`src/rtl/bus_pkg.sv`:
```
// Shared types and default widths for the daisy-chained register bus.
// Used by the bus initiator and by the cores that respond on the chain.
package bus_pkg;

  localparam int unsigned BusAddrW = 16;
  localparam int unsigned BusDataW = 16;

  typedef enum logic [1:0] {
    StIdle,
    StIssue,
    StWait,
    StResp
  } initiator_state_t;

  typedef struct packed {
    logic [BusAddrW-1:0] addr;
    logic [BusDataW-1:0] wdata;
    logic                rw;
    logic                valid;
  } bus_req_t;

  function automatic bus_req_t bus_req_idle();
    bus_req_t req;
    req = '0;
    return req;
  endfunction

endpackage

```
`src/rtl/bus_initiator.sv`:
```
// Bus master: issues one request per command onto the register chain, waits for it to return,
// then presents data/status on a response port. BUS_INITIATOR_CHECK_EN adds return checking.
module bus_initiator
  import bus_pkg::*;
#(
  parameter int unsigned ADDR_W  = BusAddrW,
  parameter int unsigned DATA_W  = BusDataW,
  parameter int unsigned TIMEOUT = 1024
) (
  input  logic              clk,
  input  logic              rst_n,
  // Command port
  input  logic              cmd_valid,
  output logic              cmd_ready,
  input  logic              cmd_rw,
  input  logic [ADDR_W-1:0] cmd_addr,
  input  logic [DATA_W-1:0] cmd_wdata,
  // Response port
  output logic              rsp_valid,
  input  logic              rsp_ready,
  output logic [DATA_W-1:0] rsp_rdata,
  output logic              rsp_timeout,
  output logic              rsp_error,
  // Outgoing bus request
  output logic [ADDR_W-1:0] addr_o,
  output logic [DATA_W-1:0] wdata_o,
  output logic [DATA_W-1:0] rdata_o,
  output logic              rw_o,
  output logic              valid_o,
  // Returning bus request
  input  logic [ADDR_W-1:0] addr_i,
  input  logic [DATA_W-1:0] wdata_i,
  input  logic [DATA_W-1:0] rdata_i,
  input  logic              rw_i,
  input  logic              valid_i
);

  localparam int unsigned     CntW    = $clog2(TIMEOUT + 1);
  localparam logic [CntW-1:0] CntLast = CntW'(TIMEOUT - 1);

  initiator_state_t  state_q;
  logic [CntW-1:0]   cnt_q;
  logic              rw_q;
  logic [ADDR_W-1:0] addr_q;

  logic              cmd_ready_q;
  logic              rsp_valid_q;
  logic [DATA_W-1:0] rsp_rdata_q;
  logic              rsp_timeout_q;
  logic              rsp_error_q;

  logic              req_valid_q;
  logic              req_rw_q;
  logic [ADDR_W-1:0] req_addr_q;
  logic [DATA_W-1:0] req_wdata_q;

  logic              ret_mismatch;

`ifdef BUS_INITIATOR_CHECK_EN
  logic unused_ret;
  assign ret_mismatch = (addr_i != addr_q) || (rw_i != rw_q);
  assign unused_ret   = ^wdata_i;
`else
  logic unused_ret;
  assign ret_mismatch = 1'b0;
  assign unused_ret   = ^{wdata_i, addr_i, rw_i, addr_q};
`endif

  always_ff @(posedge clk or negedge rst_n) begin
    if (!rst_n) begin
      state_q       <= StIdle;
      cnt_q         <= '0;
      rw_q          <= 1'b0;
      addr_q        <= '0;
      cmd_ready_q   <= 1'b1;
      rsp_valid_q   <= 1'b0;
      rsp_rdata_q   <= '0;
      rsp_timeout_q <= 1'b0;
      rsp_error_q   <= 1'b0;
      req_valid_q   <= 1'b0;
      req_rw_q      <= 1'b0;
      req_addr_q    <= '0;
      req_wdata_q   <= '0;
    end else begin
      unique case (state_q)
        StIdle: begin
          if (cmd_valid) begin
            rw_q        <= cmd_rw;
            addr_q      <= cmd_addr;
            cmd_ready_q <= 1'b0;
            // Request registers load here so valid_o rises the cycle after acceptance.
            req_valid_q <= 1'b1;
            req_rw_q    <= cmd_rw;
            req_addr_q  <= cmd_addr;
            req_wdata_q <= cmd_rw ? cmd_wdata : '0;
            state_q     <= StIssue;
          end
        end
        StIssue: begin
          req_valid_q <= 1'b0;
          req_rw_q    <= 1'b0;
          req_addr_q  <= '0;
          req_wdata_q <= '0;
          cnt_q       <= '0;
          state_q     <= StWait;
        end
        StWait: begin
          // A return in the expiry cycle still counts as a normal completion.
          if (valid_i) begin
            rsp_valid_q   <= 1'b1;
            rsp_rdata_q   <= rw_q ? '0 : rdata_i;
            rsp_timeout_q <= 1'b0;
            rsp_error_q   <= ret_mismatch;
            state_q       <= StResp;
          end else if (cnt_q == CntLast) begin
            rsp_valid_q   <= 1'b1;
            rsp_rdata_q   <= '0;
            rsp_timeout_q <= 1'b1;
            rsp_error_q   <= 1'b0;
            state_q       <= StResp;
          end else begin
            cnt_q <= cnt_q + CntW'(1);
          end
        end
        StResp: begin
          if (rsp_ready) begin
            rsp_valid_q <= 1'b0;
            cmd_ready_q <= 1'b1;
            state_q     <= StIdle;
          end
        end
        default: state_q <= StIdle;
      endcase
    end
  end

  assign cmd_ready   = cmd_ready_q;
  assign rsp_valid   = rsp_valid_q;
  assign rsp_rdata   = rsp_rdata_q;
  assign rsp_timeout = rsp_timeout_q;
  assign rsp_error   = rsp_error_q;

  assign valid_o = req_valid_q;
  assign rw_o    = req_rw_q;
  assign addr_o  = req_addr_q;
  assign wdata_o = req_wdata_q;
  assign rdata_o = '0;

endmodule

```
`config.mk`:
```
export PLATFORM = sky130hd
export DESIGN_NAME = bus_initiator
export DESIGN_NICKNAME = d
export VERILOG_FILES = /design/src/rtl/bus_pkg.sv /design/src/rtl/bus_initiator.sv
export SDC_FILE = /design/constraint.sdc
export NUM_CORES = 1
export LEC_CHECK = 0
export BUFFER_PORTS_ARGS = -buffer_cell sky130_fd_sc_hd__buf_2
export CORE_MARGIN = 2
export CORE_UTILIZATION = 48
export CTS_CLUSTER_DIAMETER = 30
export DETAILED_ROUTE_END_ITERATION = 16
export PLACE_DENSITY = 0.84
export SYNTH_ARGS = -nofsm -noshare
export SYNTH_HDL_FRONTEND = slang
export SYNTH_SLANG_ARGS = --single-unit
```
`constraint.sdc`:
```
create_clock -name clk -period 5.6 [get_ports clk]
set_input_delay 1.12 -clock clk [delete_from_list [all_inputs] [get_ports clk]]
set_output_delay 1.12 -clock clk [all_outputs]
set_load 0.1 [all_outputs]
```
==> implementation parameters, run 1 <==
Parameter                              Value

Run status
  Outcome ... finished, final reports clean

STA
  Number of failing setup endpoints in the final timing report ... 0
  Worst slew pin tran ... 1.12 ns
  Unrepaired setup endpoints after global routing ... no
  Hold violation total from the final report ... 0
  Setup ws final ... between 2 and 3 ns
  Portion of the clock cycle consumed by the worst path in the final layout ... just under 50%
  Final period demand of the worst path ... about 2.8 ns
  Slew Limit Fails ... 0
  Max-slew headroom ... 25.2%
  Fin Clk Skew ... roughly 0.0046 ns
  Maximum clock frequency ... 361 MHz
  Sum Neg Setup Slack ... 0 ns

Place
  Pre-CTS worst setup slack ... 2.47 ns
  Placed Cells ... 409
  Cell area reported after detailed placement ... 0.00350 mm^2
  Post-DP HPWL ... 4360 um
  Global placement routability congestion ... 0.808
  Port bufs ... about 110

Global routing
  Number of antenna violations at the first check in global routing ... 0
  Total overflow reported by the global router ... 0
  Wire length of the first global-routing pass ... 10500 um
  Maximum number of pins on one net before global-route repair ... 68
  Global-route usage over all layers ... 18.9%
  Number of global-route vias before repair ... 2231

Floorplan
  Die height ... 82.9 um
  Std-Cell Core Area ... 0.00596 mm^2
  Starting Density ... 50.1%
  Number of rows created at floorplan ... 28
  Die Footprint ... 0.00687 mm^2
  Top Ports ... 157
  Die width ... 82.9 um

Worst hold path
  Hold/Removal Path Class ... flip-flop to flip-flop
  Hold wc startpoint ... rsp_rdata[15]
  Instance count along the most critical hold path ... 1
  Destination of the worst hold path ... rsp_rdata[15]

Clock network
  Total number of H-tree levels ... 3
  Clock slew seen by the registers of the worst setup and hold paths ... 0.07 ns
  CTS Root Cell ... clkbuf_8
  Hold bufs inserted after CTS ... 0
  Number of gates resized after cts ... 0
  CTS tree ... done
  Number of buffers added by the clock tree synthesis step ... 9
  Latest clock arrival within the worst-skew pair ... 0.34 ns
  Post-CTS setup repair buffer count ... 0
  CTS Buffer Depth ... 2
  Clock net sink count ... 67

Final layout
  Growth of design area from synthesis to finish ... 24.4%
  Fraction of layout instances using a drive strength above 1 ... 37.1%
  Design Area, Final ... roughly 0.0037 mm^2
  Final Non-Filler Cells ... 425
  Ant. Diodes ... 0
  Net count of the finished layout ... 437

Route
  DRC Markers ... 0
  Number of nets still failing antenna checks after routing ... 0
  First-pass DRT Iterations ... 4
  Routed length per placed instance ... ~15 um
  Avg Vias per Cell ... 5.30
  Detailed-route wire length ... 6250 um
  Number of violations reported at the end of detailed-routing iteration 0 ... 107
  Via Count ... ~2300

Worst setup path
  Endpoint required time on the critical path ... 5.87 ns
  Start-to-end type of the worst setup path ... input port to flip-flop
  Depth of the most critical reg-to-reg path ... 6
  Worst r2r src ... state_q[0]
  Minimum setup slack among reg-to-reg paths ... 2.94 ns
  Highest net fanout along the worst path ... 18
  Worst setup EP type ... flip-flop
  Worst setup startpoint ... cmd_valid
  Endpoint of the most critical register-to-register path ... wdata_o[13]
  Sort of element at the start of the critical path ... input port
  Arrival time at the worst endpoint ... about 3.1 ns

Synthesis
  EDFF count, synth ... 0
  Seq/Total Area, Yosys ... 56.2%
  Top cells by area in the synthesized netlist ... dfrtp_1 55%, a22o_1 9.4%, and4b_1 5.4%, a21o_1 4.8%, buf_4 4.5%
  Cell accounting for the most synthesized area ... dfrtp_1
  Per-instance average area after synthesis ... 12.4 um^2
  Number of synthesized register bits ... 67
  Number of unique standard cell types used by synthesis ... 42
  FFs w/ async S/R, synth ... 100%
  Dominant register cell in the synthesized netlist ... dfrtp_1
  Number of warnings printed during yosys synthesis ... 0
  Post-Syn Area ... between 0.002 and 0.003 mm^2
  Gate Count Post-Synth ... 241
  Post-synth top area share ... 55.3%

Run
  Max-cap viol count ... 0
-- flip-flops by register name, summed over array words and instances (netlist names) --
| signal | count |
|---|---|
| wdata_o | 16 |
| rsp_rdata | 16 |
| rsp_valid | 1 |
| rw_q | 1 |
| addr_o | 16 |
| rsp_timeout | 1 |
| valid_o | 1 |
| cnt_q | 11 |
| cmd_ready | 1 |
| state_q | 2 |
| rw_o | 1 |
-- worst max path at each step --
stage                        endpoint  depth (start not counted)
final                     wdata_o[13]                          5
after global routing       wdata_o[2]                          5
after CTS                  wdata_o[2]                          5
after detailed placement   wdata_o[2]                          5
after global placement     wdata_o[9]                          5
after floorplan              cnt_q[5]                          5
-- cell families after synthesis --
kind of cell	share of synthesized area, %
and+or+nand+nor	12.8
DFF	56.2
other	0.126
buffers and inverters	6.92
adders and majority gates	2.10
muxes	2.10
AOI/OAI and AO/OA	19.7
-- through the flow --
step	hold WS (ns)	utilization [%]
after global placement	0.455	58.7
after global routing	0.493	62.4
after detailed placement	0.460	58.7
final	0.472	62.4
after CTS	0.476	62.4
after floorplan	0.488	-
-- cells in the final DEF (no fill, tap or decap), types with 2 or more instances in the layout --
| cell type | n |
|---|---|
| mux2i_1 | 4 |
| and3_1 | 2 |
| nor3_1 | 4 |
| buf_2 | 106 |
| a21o_1 | 19 |
| clkinvlp_4 | 2 |
| inv_1 | 5 |
| or3_1 | 2 |
| bufinv_16 | 2 |
| o21ai_0 | 5 |
| a211o_1 | 2 |
| and4b_1 | 16 |
| and2_1 | 2 |
| dfrtp_1 | 66 |
| a21oi_1 | 5 |
| a22o_1 | 32 |
| nand2_1 | 13 |
| conb_1 | 17 |
| clkbuf_8 | 9 |
| ha_1 | 5 |
| nor2b_1 | 3 |
| buf_4 | 2 |
| nand3_1 | 3 |
-- critical path, stage by stage --
cell,delay (ns)
buf_2,0.11
nand2_1,0.09
nor2_1,0.84
and2_1,0.65
a22o_1,0.23
-- area by class of cell --
| class | instances | area [um^2] |
|---|---|---|
| fill | 474 | 2240 |
| sequential | 67 | 1680 |
| clock inverter | 6 | 88.8 |
| clock buffer | 10 | 128 |
| inverter | 5 | 18.8 |
| multi-input combinational | 154 | 1160 |
| tap | 75 | 93.8 |
| timing repair buffer | 108 | 546 |
-- synthesized netlist by cell type (2+ instances only) --
cell type and instances:
buf_2 3, a211o_1 2, ha_1 5, a22o_1 32, nor2b_1 3, a21o_1 19, and3_1 2, mux2i_1 4
inv_1 5, o21ai_0 5, nand3_1 3, clkbuf_1 10, and4b_1 16, nor3_1 4, buf_4 18, and2_1 2
nand2_1 13, or3_1 2, dfrtp_1 66, a21oi_1 5
-- per-layer routing --
metal / vias up / routed length [um] / track usage, %
met5: - / 0 / 0
met4: 0 / 78 / 8.64
met3: 7 / 545 / 6.96
met2: 102 / 2920 / 29.0
met1: 1074 / 2710 / 23.9
li1: 1071 / - / -
Power of run 1 is left out: the tool's default activity adds up to more than one toggle a clock period on the data nets, which glitch-free logic cannot reach.
==> inputs of run 2 (changes only) <==
- ABC_AREA: default -> 1
- CORE_UTILIZATION: 48 -> 46
- PLACE_DENSITY: 0.84 -> 0.8
- clock period: 5.6 -> 2.65 ns (I/O delays scaled with it)
==> implementation parameters, run 2 <==
Parameter                              Value

Worst setup path
  Start-to-end type of the worst setup path ... flip-flop to flip-flop (was input port to flip-flop)
  Cell family with the largest share of critical-path delay ... simple AND/OR/NAND/NOR gates (unchanged)
  CP Cell Sequence ... inv_1 > ha_1 > nand2_1 > clkinv_1 > buf_4 > nand3_2 > o22ai_1 (was buf_2 > nand2_1 > nor2_1 > and2_1 > a22o_1)
  Delay of the slowest cell on the worst path ... 0.40 ns (was 0.84 ns)
  Sort of element at the start of the critical path ... flip-flop (was input port)
  Worst setup path endpoint ... wdata_o[11] (was wdata_o[13])
  Minimum setup slack among reg-to-reg paths ... 0.81 ns (was 2.94 ns)
  Total buffers and inverters traversed by the critical path ... 3 (was 1)
  WP depth ... 7 (was 5)
  Depth of the most critical reg-to-reg path ... 7 (was 6)
  Endpoint required time on the critical path ... 2.90 ns (was 5.87 ns)
  Highest net fanout along the worst path ... 18 (unchanged)
  Arrival time at the worst endpoint ... 2.10 ns (was 3.05 ns)
  Worst r2r src ... state_q[0] (unchanged)
  Worst setup startpoint ... state_q[0] (was cmd_valid)
  Endpoint of the most critical register-to-register path ... wdata_o[11] (was wdata_o[13])
  Crit-path slowest cell ... dfrtp_1 (was nor2_1)
  Worst setup EP type ... flip-flop (unchanged)

Place
  Global placement routability congestion ... 0.877 (was 0.808)
  Post-DP HPWL ... 4860 um (was 4360 um)
  Port bufs ... 106 (unchanged)

Global routing
  Wire length of the first global-routing pass ... 11300 um (was 10500 um)
  Number of antenna violations at the first check in global routing ... 0 (unchanged)
  Total overflow reported by the global router ... 0 (unchanged)
  Global-route usage over all layers ... 18.7% (was 18.9%)
  Maximum number of pins on one net before global-route repair ... 68 (unchanged)
  Number of global-route vias before repair ... 2611 (was 2231)

Clock network
  CTS Buffer Depth ... 2 (unchanged)
  Post-CTS setup repair buffer count ... 0 (unchanged)
  Number of gates resized after cts ... 0 (unchanged)
  Clock slew seen by the registers of the worst setup and hold paths ... 0.08 ns (was 0.07 ns)
  Total number of H-tree levels ... 3 (unchanged)
  Hold bufs inserted after CTS ... 0 (unchanged)
  Number of buffers added by the clock tree synthesis step ... 9 (unchanged)
  CTS Root Cell ... clkbuf_8 (unchanged)
  CTS tree ... done (unchanged)
  Clock net sink count ... 67 (unchanged)
  Latest clock arrival within the worst-skew pair ... 0.34 ns (about the same)

Synthesis
  Post-Syn Area ... 0.00328 mm^2 (was 0.00299 mm^2)
  Number of unique standard cell types used by synthesis ... 34 (was 42)
  Number of warnings printed during yosys synthesis ... 0 (unchanged)
  Seq/Total Area, Yosys ... 51.1% (was 56.2%)
  Cell accounting for the most synthesized area ... dfrtp_1 (unchanged)
  Commonest cells in the netlist ... 66 x dfrtp_1, 66 x inv_1, 59 x nand2_1 (was 66 x dfrtp_1, 32 x a22o_1, 19 x a21o_1)
  Number of synthesized register bits ... 67 (unchanged)
  Gate Count Post-Synth ... 364 (was 241)
  Post-synth top area share ... 50.3% (was 55.3%)
  Per-instance average area after synthesis ... 9.02 um^2 (was 12.4 um^2)
  Dominant register cell in the synthesized netlist ... dfrtp_1 (unchanged)
  FFs w/ async S/R, synth ... 100% (unchanged)
  Top cells by area in the synthesized netlist ... dfrtp_1 50%, inv_1 7.5%, nand2_1 6.7%, nand3_1 4.9%, o21ai_2 4.8% (was dfrtp_1 55%, a22o_1 9.4%, and4b_1 5.4%, a21o_1 4.8%, buf_4 4.5%)
  EDFF count, synth ... 0 (unchanged)

Route
  Avg Vias per Cell ... 4.62 (was 5.30)
  DRC Markers ... 0 (unchanged)
  Number of nets still failing antenna checks after routing ... 0 (unchanged)
  Via Count ... 2654 (was 2254)
  First-pass DRT Iterations ... 4 (unchanged)
  Number of violations reported at the end of detailed-routing iteration 0 ... 157 (was 107)
  Routed length per placed instance ... 11.6 um (was 14.7 um)
  Detailed-route wire length ... 6680 um (was 6250 um)

Final layout
  Commonest cells after routing, fill and taps aside ... 106 x buf_2, 66 x inv_1, 66 x dfrtp_1 (was 106 x buf_2, 66 x dfrtp_1, 32 x a22o_1)
  Combined flip-flop and latch cell area ... 0.00168 mm^2 (unchanged)
  Growth of design area from synthesis to finish ... 22.9% (was 24.4%)
  Filler instances ... 619 (was 474)
  Fraction of layout instances using a drive strength above 1 ... 36.2% (was 37.1%)
  Commonest non-fill, non-tap cell in the layout ... buf_2 (unchanged)
  Net count of the finished layout ... 565 (was 437)
  Total area of multi-input combinational cells ... 0.00121 mm^2 (was 0.00116 mm^2)
  Ant. Diodes ... 0 (unchanged)

STA
  Fin Clk Skew ... 0.0127 ns (was 0.00462 ns)
  Portion of the clock cycle consumed by the worst path in the final layout ... 69.5%
  Max-slew headroom ... 59.2% (was 25.2%)
  Slew Limit Fails ... 0 (unchanged)
  Worst slew pin tran ... 0.611 ns (was 1.12 ns)
  Number of failing setup endpoints in the final timing report ... 0 (unchanged)
  Unrepaired setup endpoints after global routing ... no (unchanged)
  Final period demand of the worst path ... roughly 1.8 ns
  Hold violation total from the final report ... 0 (unchanged)
  Maximum clock frequency ... 543 MHz
  Sum Neg Setup Slack ... 0 ns (unchanged)

Floorplan
  Die width ... 88.5 um (was 82.9 um)
  Top Ports ... 157 (unchanged)
  Number of rows created at floorplan ... 30 (was 28)
  Std-Cell Core Area ... 0.00687 mm^2 (was 0.00596 mm^2)
  Die height ... 88.5 um (was 82.9 um)
  Starting Density ... 47.8% (was 50.1%)
  Die Footprint ... 0.00783 mm^2 (was 0.00687 mm^2)

Run status
  Outcome ... finished, final reports clean (unchanged)

Run
  Max-cap viol count ... 0 (unchanged)

Worst hold path
  Hold/Removal Path Class ... input port to async pin (was flip-flop to flip-flop)
[run 2: cell count changes after synthesis, sizes merged, moves of 19 or more]
| cell | change |
|---|---|
| nand3 | +31 |
| a21o | -19 |
| a22o | -32 |
| o21ai | +40 |
| nand2 | +63 |
| inv | +62 |
[run 2: worst min path at each step]
stage                      start      endpoint  slack (ns)  cells after the start
floorplan                  rst_n     addr_o[0]        0.23                      0
global placement    rsp_rdata[0]  rsp_rdata[0]        0.46                      2
detailed placement  rsp_rdata[1]  rsp_rdata[1]        0.47                      2
CTS                        rst_n     addr_o[8]        0.20                      2
global route               rst_n    addr_o[10]        0.22                      2
finish                     rst_n    addr_o[10]        0.19                      2
[run 2: logic make-up (layout without fill, tap and decap cells)]
family,Yosys count,count (layout),share of synthesized area (%)
buffers and inverters,96,194,13.9
other,1,17,0.114
XOR/XNOR,3,3,0.800
AND/OR/NAND/NOR,127,127,19.3
flip-flops,67,67,51.1
AO/OA/AOI/OAI,64,64,12.5
multiplexers,1,1,0.343
adder cells (fa/ha/maj),5,5,1.90
[run 2: final cells by class]
class                   instances  area share (%)
clock buffers                  10            3.41
clock inverters                 6            1.55
inverters                      68            6.33
multi-input cells             217            30.0
flip-flops and latches         67            41.6
well taps                      96            2.98
repair buffers                110            14.2
[run 2: worst register-to-register path, cell delays in order (launching register included)]
cell      delay (ns)
dfrtp_1         0.40
inv_1           0.11
ha_1            0.25
nand2_1         0.14
clkinv_1        0.07
buf_4           0.21
nand3_2         0.32
o22ai_1         0.26
[run 2: layer usage]
metal | wire [um] | vias up | track usage [%] | share of wire, %
met5 | 0 | - | 0 | 0
met4 | 77 | 0 | 7.71 | 1.2
met3 | 508 | 7 | 6.25 | 7.6
met2 | 3290 | 96 | 30.2 | 49
met1 | 2810 | 1221 | 23.1 | 42
li1 | - | 1330 | - | -
[run 2: per-stage QoR]
stage,hold WS (ns),utilization [%],setup slack (ns),instances,cell area (um^2)
floorplan,0.234,-,1.11,380,3340
global placement,0.458,55.8,0.891,558,3830
detailed placement,0.468,55.8,0.797,558,3830
CTS,0.202,58.7,0.803,574,4040
global route,0.215,58.7,0.632,574,4040
finish,0.190,58.7,0.808,574,4040
Power of run 2 is left out for the same reason.
